--- src/rtl/program_sequencer.sv ---
// Batch program sequencer: starts up to four processor programs in turn, waits
// for each halt acknowledge, and tracks per-program and per-batch cycle counts.
module program_sequencer #(
  parameter int unsigned START_CYC = 2,
  parameter logic [15:0] TIMEOUT   = 16'd60000
) (
  input  logic        Clk,
  input  logic        Reset,
  input  logic        Go,
  input  logic [1:0]  NumProgs,
  input  logic        Ack,
  output logic        Start,
  output logic [1:0]  ProgSel,
  output logic        Busy,
  output logic        Done,
  output logic        Fault,
  output logic [15:0] CycleCt,
  output logic [15:0] TotalCt
);

  localparam logic [1:0] IDLE  = 2'd0;
  localparam logic [1:0] START = 2'd1;
  localparam logic [1:0] ARM   = 2'd2;
  localparam logic [1:0] RUN   = 2'd3;

  localparam logic [3:0]  START_LAST   = 4'(START_CYC - 1);
  localparam logic [15:0] TIMEOUT_LAST = TIMEOUT - 16'd1;

  function automatic logic [15:0] satInc(input logic [15:0] v);
    if (v == 16'hFFFF) begin
      return v;
    end else begin
      return v + 16'd1;
    end
  endfunction

  logic [1:0]  state;
  logic [3:0]  startCnt;
  logic [1:0]  lastIdx;

  logic [1:0]  stateNxt;
  logic [3:0]  startCntNxt;
  logic [1:0]  lastIdxNxt;
  logic        startNxt;
  logic [1:0]  progSelNxt;
  logic        busyNxt;
  logic        doneNxt;
  logic        faultNxt;
  logic [15:0] cycleCtNxt;
  logic [15:0] totalCtNxt;
  logic        timeoutHit;

  assign timeoutHit = (CycleCt == TIMEOUT_LAST);

  // Next-state and next-output computation; every output is registered below.
  always_comb begin
    stateNxt    = state;
    startCntNxt = startCnt;
    lastIdxNxt  = lastIdx;
    startNxt    = Start;
    progSelNxt  = ProgSel;
    busyNxt     = Busy;
    doneNxt     = 1'b0;
    faultNxt    = Fault;
    cycleCtNxt  = CycleCt;
    if (Busy) begin
      totalCtNxt = satInc(TotalCt);
    end else begin
      totalCtNxt = TotalCt;
    end

    case (state)
      IDLE: begin
        if (Go) begin
          stateNxt    = START;
          startCntNxt = 4'd0;
          lastIdxNxt  = NumProgs;
          startNxt    = 1'b1;
          progSelNxt  = 2'd0;
          busyNxt     = 1'b1;
          faultNxt    = 1'b0;
          cycleCtNxt  = 16'd0;
          totalCtNxt  = 16'd0;
        end else begin
          stateNxt = IDLE;
        end
      end

      START: begin
        if (startCnt == START_LAST) begin
          stateNxt = ARM;
          startNxt = 1'b0;
        end else begin
          startCntNxt = startCnt + 4'd1;
        end
      end

      // Wait for Ack to drop so a halt flag left over from the previous program is not taken as done.
      ARM: begin
        cycleCtNxt = CycleCt + 16'd1;
        if (timeoutHit) begin
          stateNxt = IDLE;
          busyNxt  = 1'b0;
          faultNxt = 1'b1;
          startNxt = 1'b0;
        end else if (!Ack) begin
          stateNxt = RUN;
        end else begin
          stateNxt = ARM;
        end
      end

      // Completion is checked before the timeout so a same-cycle race ends cleanly.
      RUN: begin
        cycleCtNxt = CycleCt + 16'd1;
        if (Ack) begin
          if (ProgSel == lastIdx) begin
            stateNxt = IDLE;
            busyNxt  = 1'b0;
            doneNxt  = 1'b1;
          end else begin
            stateNxt    = START;
            progSelNxt  = ProgSel + 2'd1;
            startNxt    = 1'b1;
            startCntNxt = 4'd0;
            cycleCtNxt  = 16'd0;
          end
        end else if (timeoutHit) begin
          stateNxt = IDLE;
          busyNxt  = 1'b0;
          faultNxt = 1'b1;
          startNxt = 1'b0;
        end else begin
          stateNxt = RUN;
        end
      end

      default: begin
        stateNxt = IDLE;
        startNxt = 1'b0;
        busyNxt  = 1'b0;
      end
    endcase
  end

  // State and output registers with asynchronous clear.
  always_ff @(posedge Clk or negedge Reset) begin
    if (!Reset) begin
      state    <= IDLE;
      startCnt <= 4'd0;
      lastIdx  <= 2'd0;
      Start    <= 1'b0;
      ProgSel  <= 2'd0;
      Busy     <= 1'b0;
      Done     <= 1'b0;
      Fault    <= 1'b0;
      CycleCt  <= 16'd0;
      TotalCt  <= 16'd0;
    end else begin
      state    <= stateNxt;
      startCnt <= startCntNxt;
      lastIdx  <= lastIdxNxt;
      Start    <= startNxt;
      ProgSel  <= progSelNxt;
      Busy     <= busyNxt;
      Done     <= doneNxt;
      Fault    <= faultNxt;
      CycleCt  <= cycleCtNxt;
      TotalCt  <= totalCtNxt;
    end
  end

endmodule

--- config.mk ---
export PLATFORM = sky130hd
export DESIGN_NAME = program_sequencer
export DESIGN_NICKNAME = d
export VERILOG_FILES = /design/src/rtl/program_sequencer.sv
export SDC_FILE = /design/constraint.sdc
export NUM_CORES = 1
export LEC_CHECK = 0
export CORE_ASPECT_RATIO = 0.7
export CORE_UTILIZATION = 30
export DETAILED_ROUTE_END_ITERATION = 12
export GPL_TIMING_DRIVEN = 0
export PLACE_DENSITY_LB_ADDON = 0.05
export SETUP_SLACK_MARGIN = 0.15
export SYNTH_ARGS = -nofsm -noshare
export SYNTH_HDL_FRONTEND = slang
export SYNTH_SLANG_ARGS = --single-unit
--- constraint.sdc ---
create_clock -name Clk -period 1.6 [get_ports Clk]
set_input_delay 0.16 -clock Clk [delete_from_list [all_inputs] [get_ports Clk]]
set_output_delay 0.16 -clock Clk [all_outputs]
set_load 0.05 [all_outputs]
==> results of run 1 <==
-- power by group --
group	internal (mW)	switching (mW)	total (mW)
combinational	1.78	1.99	3.76
sequential	1.41	0.361	1.77
clock	0.739	0.442	1.18
total	3.93	2.79	6.72
-- timing repair --
action	in CTS	in global routing
hold endpoints to repair	13	0
hold buffers	1	0
gates cloned	1	0
pin swaps	33	45
resized for setup	113	61
endpoints found under the setup margin	80	57
setup buffers	41	18
-- final cells by class --
class | count | area, um^2 | area share, %
clock inverter | 1 | 30.03 | 0.7015
inverter | 10 | 37.54 | 0.8769
timing repair buffer | 105 | 975.9 | 22.80
clock buffer | 7 | 132.6 | 3.099
buffer | 7 | 66.31 | 1.549
multi-input combinational | 199 | 1720 | 40.19
sequential | 46 | 1191 | 27.83
tap | 101 | 126.4 | 2.952
-- flip-flops by register name, indices dropped and copies added (netlist names) --
register / count
Busy: 1
startCnt: 4
ProgSel: 2
state: 2
Start: 1
TotalCt: 16
Done: 1
lastIdx: 2
CycleCt: 16
Fault: 1
-- stage by stage --
step | area (um^2) | instances
final | 4280 | 476
after global routing | 4280 | 476
after detailed placement | 3263 | 407
after global placement | 3248 | 406
after CTS | 4006 | 458
after floorplan | 2691 | 262
-- synthesized netlist by cell type, types with 2 or more instances --
cell | count | area share (%)
nand2b_1 | 2 | 0.50
a31oi_1 | 12 | 3.0
nor4b_1 | 2 | 0.70
xnor2_1 | 4 | 1.4
and2_1 | 2 | 0.50
nand3_1 | 15 | 3.0
and4b_1 | 2 | 0.80
xor2_1 | 7 | 2.4
nand4_1 | 7 | 1.7
a21oi_1 | 14 | 2.8
xnor2_2 | 2 | 1.3
nand3_2 | 2 | 0.80
mux2_2 | 3 | 1.3
or3_1 | 8 | 2.0
and3_1 | 5 | 1.2
o21ai_1 | 3 | 0.60
nand2_1 | 18 | 2.7
o31ai_1 | 3 | 0.90
inv_1 | 10 | 1.5
o21ai_0 | 14 | 2.8
ha_1 | 4 | 2.0
a41oi_1 | 2 | 0.70
a211oi_1 | 2 | 0.60
buf_6 | 3 | 1.3
nor3_1 | 12 | 2.4
nor2_1 | 31 | 4.6
and4_1 | 2 | 0.70
dfrtp_1 | 46 | 46
-- how the worst min path moves through the flow --
stage / to / slack (ps) / depth (start not counted)
after floorplan: Busy / -140 / 0
after global placement: Start / 460 / 1
after detailed placement: Start / 90 / 1
after CTS: Start / 320 / 2
after global routing: Done / 380 / 2
final: Start / 310 / 2
-- layer usage --
layer  global-route usage, %  vias up  share of wire [%]
met5                       0        -                  0
met1                   28.20     1247                 51
met2                   28.19       61                 44
li1                        -     1193                  -
met4                   4.865        0               0.74
met3                   3.552        7                4.0
-- worst reg2reg max path, stage by stage (launching register included) --
cell,delay (ps)
dfrtp_2,420
buf_12,130
xnor2_4,140
buf_6,130
a211oi_4,250
buf_4,160
nor3_4,50
mux2_4,270
-- cells by family after synthesis --
| kind of cell | Yosys count | share of synthesized area (%) |
|---|---|---|
| buf+inv | 17 | 3.535 |
| simple gates | 119 | 26.79 |
| compound gates | 59 | 14.99 |
| xor+xnor | 13 | 5.129 |
| flops | 46 | 45.82 |
| fa+ha+maj | 4 | 1.992 |
| mux | 4 | 1.743 |
==> run summary, run 1 <==
Worst Skew: 4.921 ps
Crit path from: ProgSel[0]
Synth Area per Inst: 9.589 um^2
Relative slew slack: 67.32%
Net Count, Synth: 272
Hold crit path type: primary input to asynchronous set/reset pin
Initial Utilization: 31.51%
Root buffer cell: clkbuf_16
Commonest non-fill, non-tap cell in the layout: buf_4
First-pass GRT wire length: 12970 um
Worst r2r src: ProgSel[0]
RSZ-0062 raised after global routing: yes
Status: finished, violations left
Critical Path, Cell by Cell: buf_12 > xnor2_4 > buf_6 > a211oi_4 > buf_4 > nor3_4 > mux2_4
CP endpoint: startCnt[0]
Tot Pwr: 6.719 mW
Crit path depth: 7
Setup TNS: -167.5 ps
Number of routed nets with antenna violations: 0
Synthesis-to-finish area growth: 70.37%
H-tree Lvls: 2
Ant diodes: 0
Row count: 27
Hold WS: 305.2 ps
CP Data Arrival Time: 1830 ps
I/O pin count: 44
Crit path capture type: flop
Synth warn: 0
PD cells: 1570 nW/um^2
Initial DRC Count: 114
Global-route usage over all layers: 19.04%
WS Path Type: flop to flop
Post-synthesis async set-or-reset flop share: 100.0%
Failing checks: DRC, setup timing
Worst Tran Pin Value: 492.1 ps
Final #Nets: 384
Wire per inst: 17.21 um
Setup slack at placement: -226.5 ps
Largest net degree at the start of global routing: 34
Pleak: 1.754 nW
Number of synthesized flops with an enable pin: 0
Total number of vias: 2508
Die ar.: 8751 um^2
Critical Path Source Type: flop
Final period util: 103.7%
Reg2reg end: startCnt[0]
Predominant post-synthesis flop cell: dfrtp_1
Max-slew violations: 0
Final WS setup: -59.31 ps
DR vias/cell: 5.269
CP max stage cell: dfrtp_2
Die X-Extent: 111.4 um
DPL Wire Length: 4878 um
Initial antenna violation count: 0
Final hold vios: 0
GR Overflow Total: 0
Synth unique cells: 53
Clock Sinks: 46
Die H: 78.57 um
Fillers: 714
Fin crit period: 1659 ps
VDD IR-drop max: 0.9661 mV
Synth Register Bits: 46
Clock buffer depth: 2
Fmax: 0.6027 GHz
Post-Synthesis Cells: 262
Number of global-route vias before repair: 2436
Setup violations, final: 6
Finished Core Util: 53.69%
Seq/Total Area, Yosys: 45.82%
R2R Setup Slk: -60 ps
PortBufs: 43
Post-route DRC: 8
Mapped cell area: 2512 um^2
Later-pin clock latency in the skew report: 290 ps
Num CTS Buffers: 5
Worst path top cell family by delay: buffers and inverters
Critical path's largest stage delay: 420 ps
CTS tree: yes
Routed WL: 8194 um
Largest fanout on the critical path: 3
RD Place Congestion: 0.7730
Critical path buffer and inverter count: 3
Reg2Reg Depth: 7
Layout cells sized above 1: 53.07%
1st-pass router iterations: 8
Core Region: 7973 um^2
Reg clk slew, reported paths: 70 ps
Max Cap Viol: 0
Commonest non-fill, non-tap cells in the layout: buf_4 (38), dfrtp_2 (32), buf_6 (19), nor2_1 (19), dlygate4sd2_1 (15)
WP data required: 1770 ps
Power figures use the tool's default switching activity.
==> run 2: changes to the inputs <==
Settings changed: PLACE_DENSITY_LB_ADDON 0.05 to 0.3.
==> run 2 against run 1 <==
  * The run still ends with DRC, setup timing left
  * Final area shrank 5.5%
  * Power shrank 7.2%
  * Sequential power is essentially flat
  * Highest routed layer unchanged
  * Final cell count shrank 3.4%
  * Critical path depth is the same
  * Hold slack lost 13 ps
  * Clock-buffer cell count is the same
  * Critical path type unchanged
  * Fmax grew 2.7%
  * First-iteration DRC count grew 7.9%
  * Sequential cell count is the same
==> run summary, run 2 (synthesis gave the netlist of run 1 again) <==
Ant diodes: 0
Final hold vios: 0
Setup violations, final: 1
Number of global-route vias before repair: 2181
Clock Sinks: 46
H-tree Lvls: 2
Largest net degree at the start of global routing: 36
Worst path top cell family by delay: simple AND/OR/NAND/NOR gates
Area after DPL: 3263 um^2
Crit path from: CycleCt[0]
Max-slew violations: 0
GR Overflow Total: 0
Fin crit period: 1615 ps
Post-route DRC: 2
Core Region: 7973 um^2
Critical path's largest stage delay: 390 ps
Reg clk slew, reported paths: 70 ps
Relative slew slack: 62.85%
Routed WL: 7658 um
DR vias/cell: 5.363
Met3 usage: 3.166%
Initial Utilization: 31.51%
GR peak layer: met2
Layout cells sized above 1: 50.14%
Number of routed nets with antenna violations: 0
CP Data Arrival Time: 1780 ps
PD cells: 1542 nW/um^2
Initial DRC Count: 123
Fmax: 0.6191 GHz
Routing usage on met1: 24.07%
Root buffer cell: clkbuf_16
Pleak: 1.696 nW
Top flop regs: CycleCt x16, TotalCt x16, startCnt x4
Die H: 78.57 um
PortBufs: 43
WS Path Type: flop to flop
Crit path depth: 7
Global-route usage over all layers: 16.76%
Critical Path Source Type: flop
Placed insts: 407
Critical path buffer and inverter count: 1
Synthesis-to-finish area growth: 61.01%
Crit path capture type: flop
I/O pin count: 44
DPL Wire Length: 4639 um
Reg2Reg Depth: 7
Reg2reg end: state[1]
WP data required: 1770 ps
Non-filler cells, final: 460
CP endpoint: state[1]
VDD IR-drop max: 0.8527 mV
Initial antenna violation count: 0
Num CTS Buffers: 5
Hold crit path type: primary input to asynchronous set/reset pin
Commonest non-fill, non-tap cell in the layout: buf_4
RD Place Congestion: 0.7869
Wire per inst: 16.65 um
Later-pin clock latency in the skew report: 280 ps
Met2 GRT Util: 26.25%
First-pass GRT wire length: 11610 um
Die X-Extent: 111.4 um
RSZ-0062 raised after global routing: yes
Final Cell Area: 4045 um^2
Total number of vias: 2467
Status: finished, violations left
Worst Skew: 9.230 ps
Clock buffer depth: 2
Row count: 27
Largest fanout on the critical path: 4
Failing checks: DRC, setup timing
Final WS setup: -15.14 ps
CP max stage cell: dfrtp_2
Max Cap Viol: 0
CTS tree: yes
Critical Path, Cell by Cell: buf_4 > ha_4 > and3_4 > nand4_1 > nand2_2 > nor2_4 > a31o_2
Die ar.: 8751 um^2
1st-pass router iterations: 8
Final #Nets: 368
Commonest non-fill, non-tap cells in the layout: buf_4 (36), dfrtp_2 (33), dlygate4sd2_1 (24), nor2_1 (21)
Final period util: 100.9%
Worst r2r src: CycleCt[0]
Worst Tran Pin Value: 557.3 ps
R2R Setup Slk: -20 ps
[run 2: area by class of cell]
cell class / count / area [um^2]
plain buffers: 7 / 65.06
clock inverters: 1 / 5.005
multi-input cells: 199 / 1715
flip-flops and latches: 46 / 1192
repair buffers: 89 / 760.7
well taps: 101 / 126.4
clock buffers: 7 / 142.6
inverters: 10 / 37.54
fillers: 717 / 3928
[run 2: worst min path at each step]
| stage | startpoint | endpoint | slack [ps] | cells after the start |
|---|---|---|---|---|
| 4_1_cts | Reset | CycleCt[6] | 300 | 2 |
| 6_report | Reset | CycleCt[6] | 290 | 2 |
| 2_1_floorplan | Reset | Busy | -140 | 0 |
| 3_3_place_gp | Start | Start | 460 | 1 |
| 3_5_place_dp | Reset | CycleCt[6] | 70 | 1 |
| 5_1_grt | Reset | CycleCt[6] | 330 | 2 |
[run 2: power by group]
group          internal [mW]  switching [mW]
sequential              1.41           0.347
combinational           1.51            1.90
clock                  0.621           0.441
[run 2: metrics by stage]
stage	utilization, %	power (mW)	setup WS [ps]	setup TNS [ps]	hold WS, ps
floorplan	-	3.409	-85.63	-362.6	-135.6
global placement	40.74	4.063	-1229	-56260	461.7
detailed placement	40.93	4.095	-181.8	-3106	72.02
CTS	46.85	5.673	21.74	0	304.0
global route	50.74	6.563	-96.05	-699.5	331.8
finish	50.74	6.236	-15.14	-15.14	292.6
[run 2: timing repair]
item,in CTS,in global routing
pin swaps,25,39
buffers inserted,25,18
hold endpoints to repair,11,0
endpoints found under the setup margin,77,59
gates cloned,1,0
gates resized for setup,72,74
hold buffers,1,0
[run 2: routing by layer]
| metal | part of all wire [%] | up-vias |
|---|---|---|
| li1 | - | 1154 |
| met1 | 45 | 1224 |
| met2 | 48 | 81 |
| met3 | 6.0 | 8 |
| met4 | 0.95 | 0 |
| met5 | 0 | - |
==> run 3: changes to the inputs <==
Settings changed: PLACE_DENSITY from default to 0.59, PLACE_DENSITY_LB_ADDON 0.3 to default.
==> run 3 against run 2 <==
  * The flow finishes with violations (DRC)
  * Final area up 2.9%
  * Register-to-register slack improved by 50 ps
  * Die area unchanged
  * Worst setup slack improved by 48 ps
  * Utilization increased by 1.5 points
  * Critical path type unchanged
  * Non-clock buffer count rose by 6
  * Hold slack improved by 41 ps
  * Fmax increased by 3.1%
  * Clock power is 31% higher
  * Sequential power about the same
  * Global-route usage rose by 0.23 points
  * Critical endpoint is now CycleCt[11]
  * Via count shrank 0.93%
==> run summary, run 3 (synthesis gave the netlist of run 1 again) <==
GR Overflow Total: 0
Met2 WL: 3420 um
Num CTS Buffers: 5
Core Region: 7973 um^2
Critical Path Source Type: flop
Crit path capture type: flop
Area after DPL: 3263 um^2
Clock buffer depth: 2
DR vias/cell: 5.245
H-tree Lvls: 2
Worst Tran Pin Value: 505.5 ps
Reg clk slew, reported paths: 70 ps
Status: finished, violations left
Worst r2r src: CycleCt[0]
Relative slew slack: 66.44%
Number of routed nets with antenna violations: 0
VDD IR-drop max: 0.7601 mV
RD Place Congestion: 0.8100
Number of global-route vias before repair: 2220
Final period util: 97.94%
Synthesis-to-finish area growth: 65.74%
Fin crit period: 1567 ps
Reg2Reg Depth: 6
Top flop regs: CycleCt x16, TotalCt x16, startCnt x4
Commonest non-fill, non-tap cell in the layout: buf_4
Switching Fraction: 40.83%
1st-pass router iterations: 8
Later-pin clock latency in the skew report: 290 ps
Setup TNS: 0 ps
Max Cap Viol: 0
Initial antenna violation count: 0
CP max stage cell: dfrtp_2
Met3 WL: 352 um
RSZ-0062 raised after global routing: yes
I/O pin count: 44
Failing checks: DRC
Initial Utilization: 31.51%
Flop pwr share: 27.8%
R2R Setup Slk: 30 ps
Max-slew violations: 0
Final hold vios: 0
Setup violations, final: 0
Root buffer cell: clkbuf_16
Internal power: 3.795 mW
Global-route usage over all layers: 16.99%
CP Data Arrival Time: 1780 ps
WP data required: 1810 ps
First-pass GRT wire length: 11690 um
CTS tree: yes
PD cells: 1540 nW/um^2
Ant diodes: 0
Die X-Extent: 111.4 um
Fmax: 0.6381 GHz
Highest metal used: met4
Clock Sinks: 46
Worst Skew: 6.761 ps
Combinational power share: 50.6%
Wire per inst: 16.17 um
Hold crit path type: primary input to asynchronous set/reset pin
Total number of vias: 2444
Largest net degree at the start of global routing: 33
Reg2reg end: CycleCt[11]
Pleak: 1.734 nW
Initial DRC Count: 146
DPL Wire Length: 4712 um
Largest fanout on the critical path: 3
Tot Pwr: 6.414 mW
Post-route DRC: 4
PortBufs: 43
Critical Path, Cell by Cell: buf_12 > nand4_4 > nor4_4 > nand3_1 > or3_1 > o21ai_1
Die ar.: 8751 um^2
Row count: 27
Routed WL: 7537 um
Die H: 78.57 um
Final #Nets: 374
Critical path's largest stage delay: 410 ps
Commonest non-fill, non-tap cells in the layout: buf_4 (42), dfrtp_2 (31), nor2_1 (21), dlygate4sd2_1 (17), dfrtp_1 (15)
Clock network power share: 21.6%
NetSw: 2.618 mW
Layout cells sized above 1: 51.23%
Final Cell Area: 4164 um^2
Wl on met1: 3712 um
WS Path Type: flop to flop
==> run 3: changes by cell type in the layout (fill, tap and decap cells not counted), sizes merged <==
cell           previous run  this run
clkbuf                   19        15
clkinv                    1         0
clkdlybuf4s15             3        12
bufinv                    0         2
buf                      52        59
dlygate4sd2              24        17
==> run 3: cell type report <==
class / count / area [um^2]
clock inverter: 2 / 60.06
fill: 698 / 3809
sequential: 46 / 1190
tap: 101 / 126.4
clock buffer: 6 / 138.9
buffer: 7 / 68.82
inverter: 10 / 37.54
timing repair buffer: 95 / 825.8
multi-input combinational: 199 / 1717
==> run 3: how the worst max path moves through the flow <==
stage	from	end	slack, ps
after floorplan	TotalCt[0]	TotalCt[10]	-90
after global placement	Reset	TotalCt[7]	-1260
after detailed placement	Ack	ProgSel[1]	-150
after CTS	CycleCt[0]	CycleCt[12]	30
after global routing	startCnt[1]	startCnt[3]	-60
final	CycleCt[0]	CycleCt[11]	30
==> run 3: routing by layer <==
| metal | GRT usage [%] | up-vias |
|---|---|---|
| met5 | 0 | - |
| met4 | 3.243 | 0 |
| met2 | 25.37 | 58 |
| li1 | - | 1168 |
| met3 | 3.398 | 5 |
| met1 | 25.28 | 1213 |
==> run 3: critical path, delay by kind of cell, from the launching register on <==
family	cells	cell delay (ps)
simple gates	4	890
flops	1	410
buf+inv	1	120
compound gates	1	80
==> run 3: per-stage QoR <==
| step | cells | setup WS, ps | utilization [%] | hold slack (ps) |
|---|---|---|---|---|
| global route | 466 | -63.71 | 52.23 | 372.9 |
| floorplan | 262 | -85.63 | - | -135.6 |
| global placement | 406 | -1263 | 40.74 | 461.2 |
| CTS | 443 | 25.27 | 48.81 | 340.8 |
| detailed placement | 407 | -147.6 | 40.93 | 106.6 |
| finish | 466 | 32.89 | 52.23 | 333.9 |
==> run 3: what timing repair did <==
item / 4_1_cts / 5_1_grt
setup buffers: 26 / 23
pin swaps: 28 / 41
setup endpoints to repair: 78 / 59
resized for setup: 106 / 48
gates cloned: 1 / 0
hold buffers: 1 / 0
endpoints found under the hold margin: 14 / 0
==> run 3: power groups by stage <==
| stage | Combinational, mW | Sequential, mW | Clock, mW |
|---|---|---|---|
| finish | 3.25 | 1.78 | 1.39 |
| global route | 3.49 | 1.82 | 1.46 |
| CTS | 3.07 | 1.77 | 1.40 |
| detailed placement | 2.29 | 1.82 | 0 |
| global placement | 2.26 | 1.81 | 0 |
| floorplan | 1.19 | 2.22 | 0 |
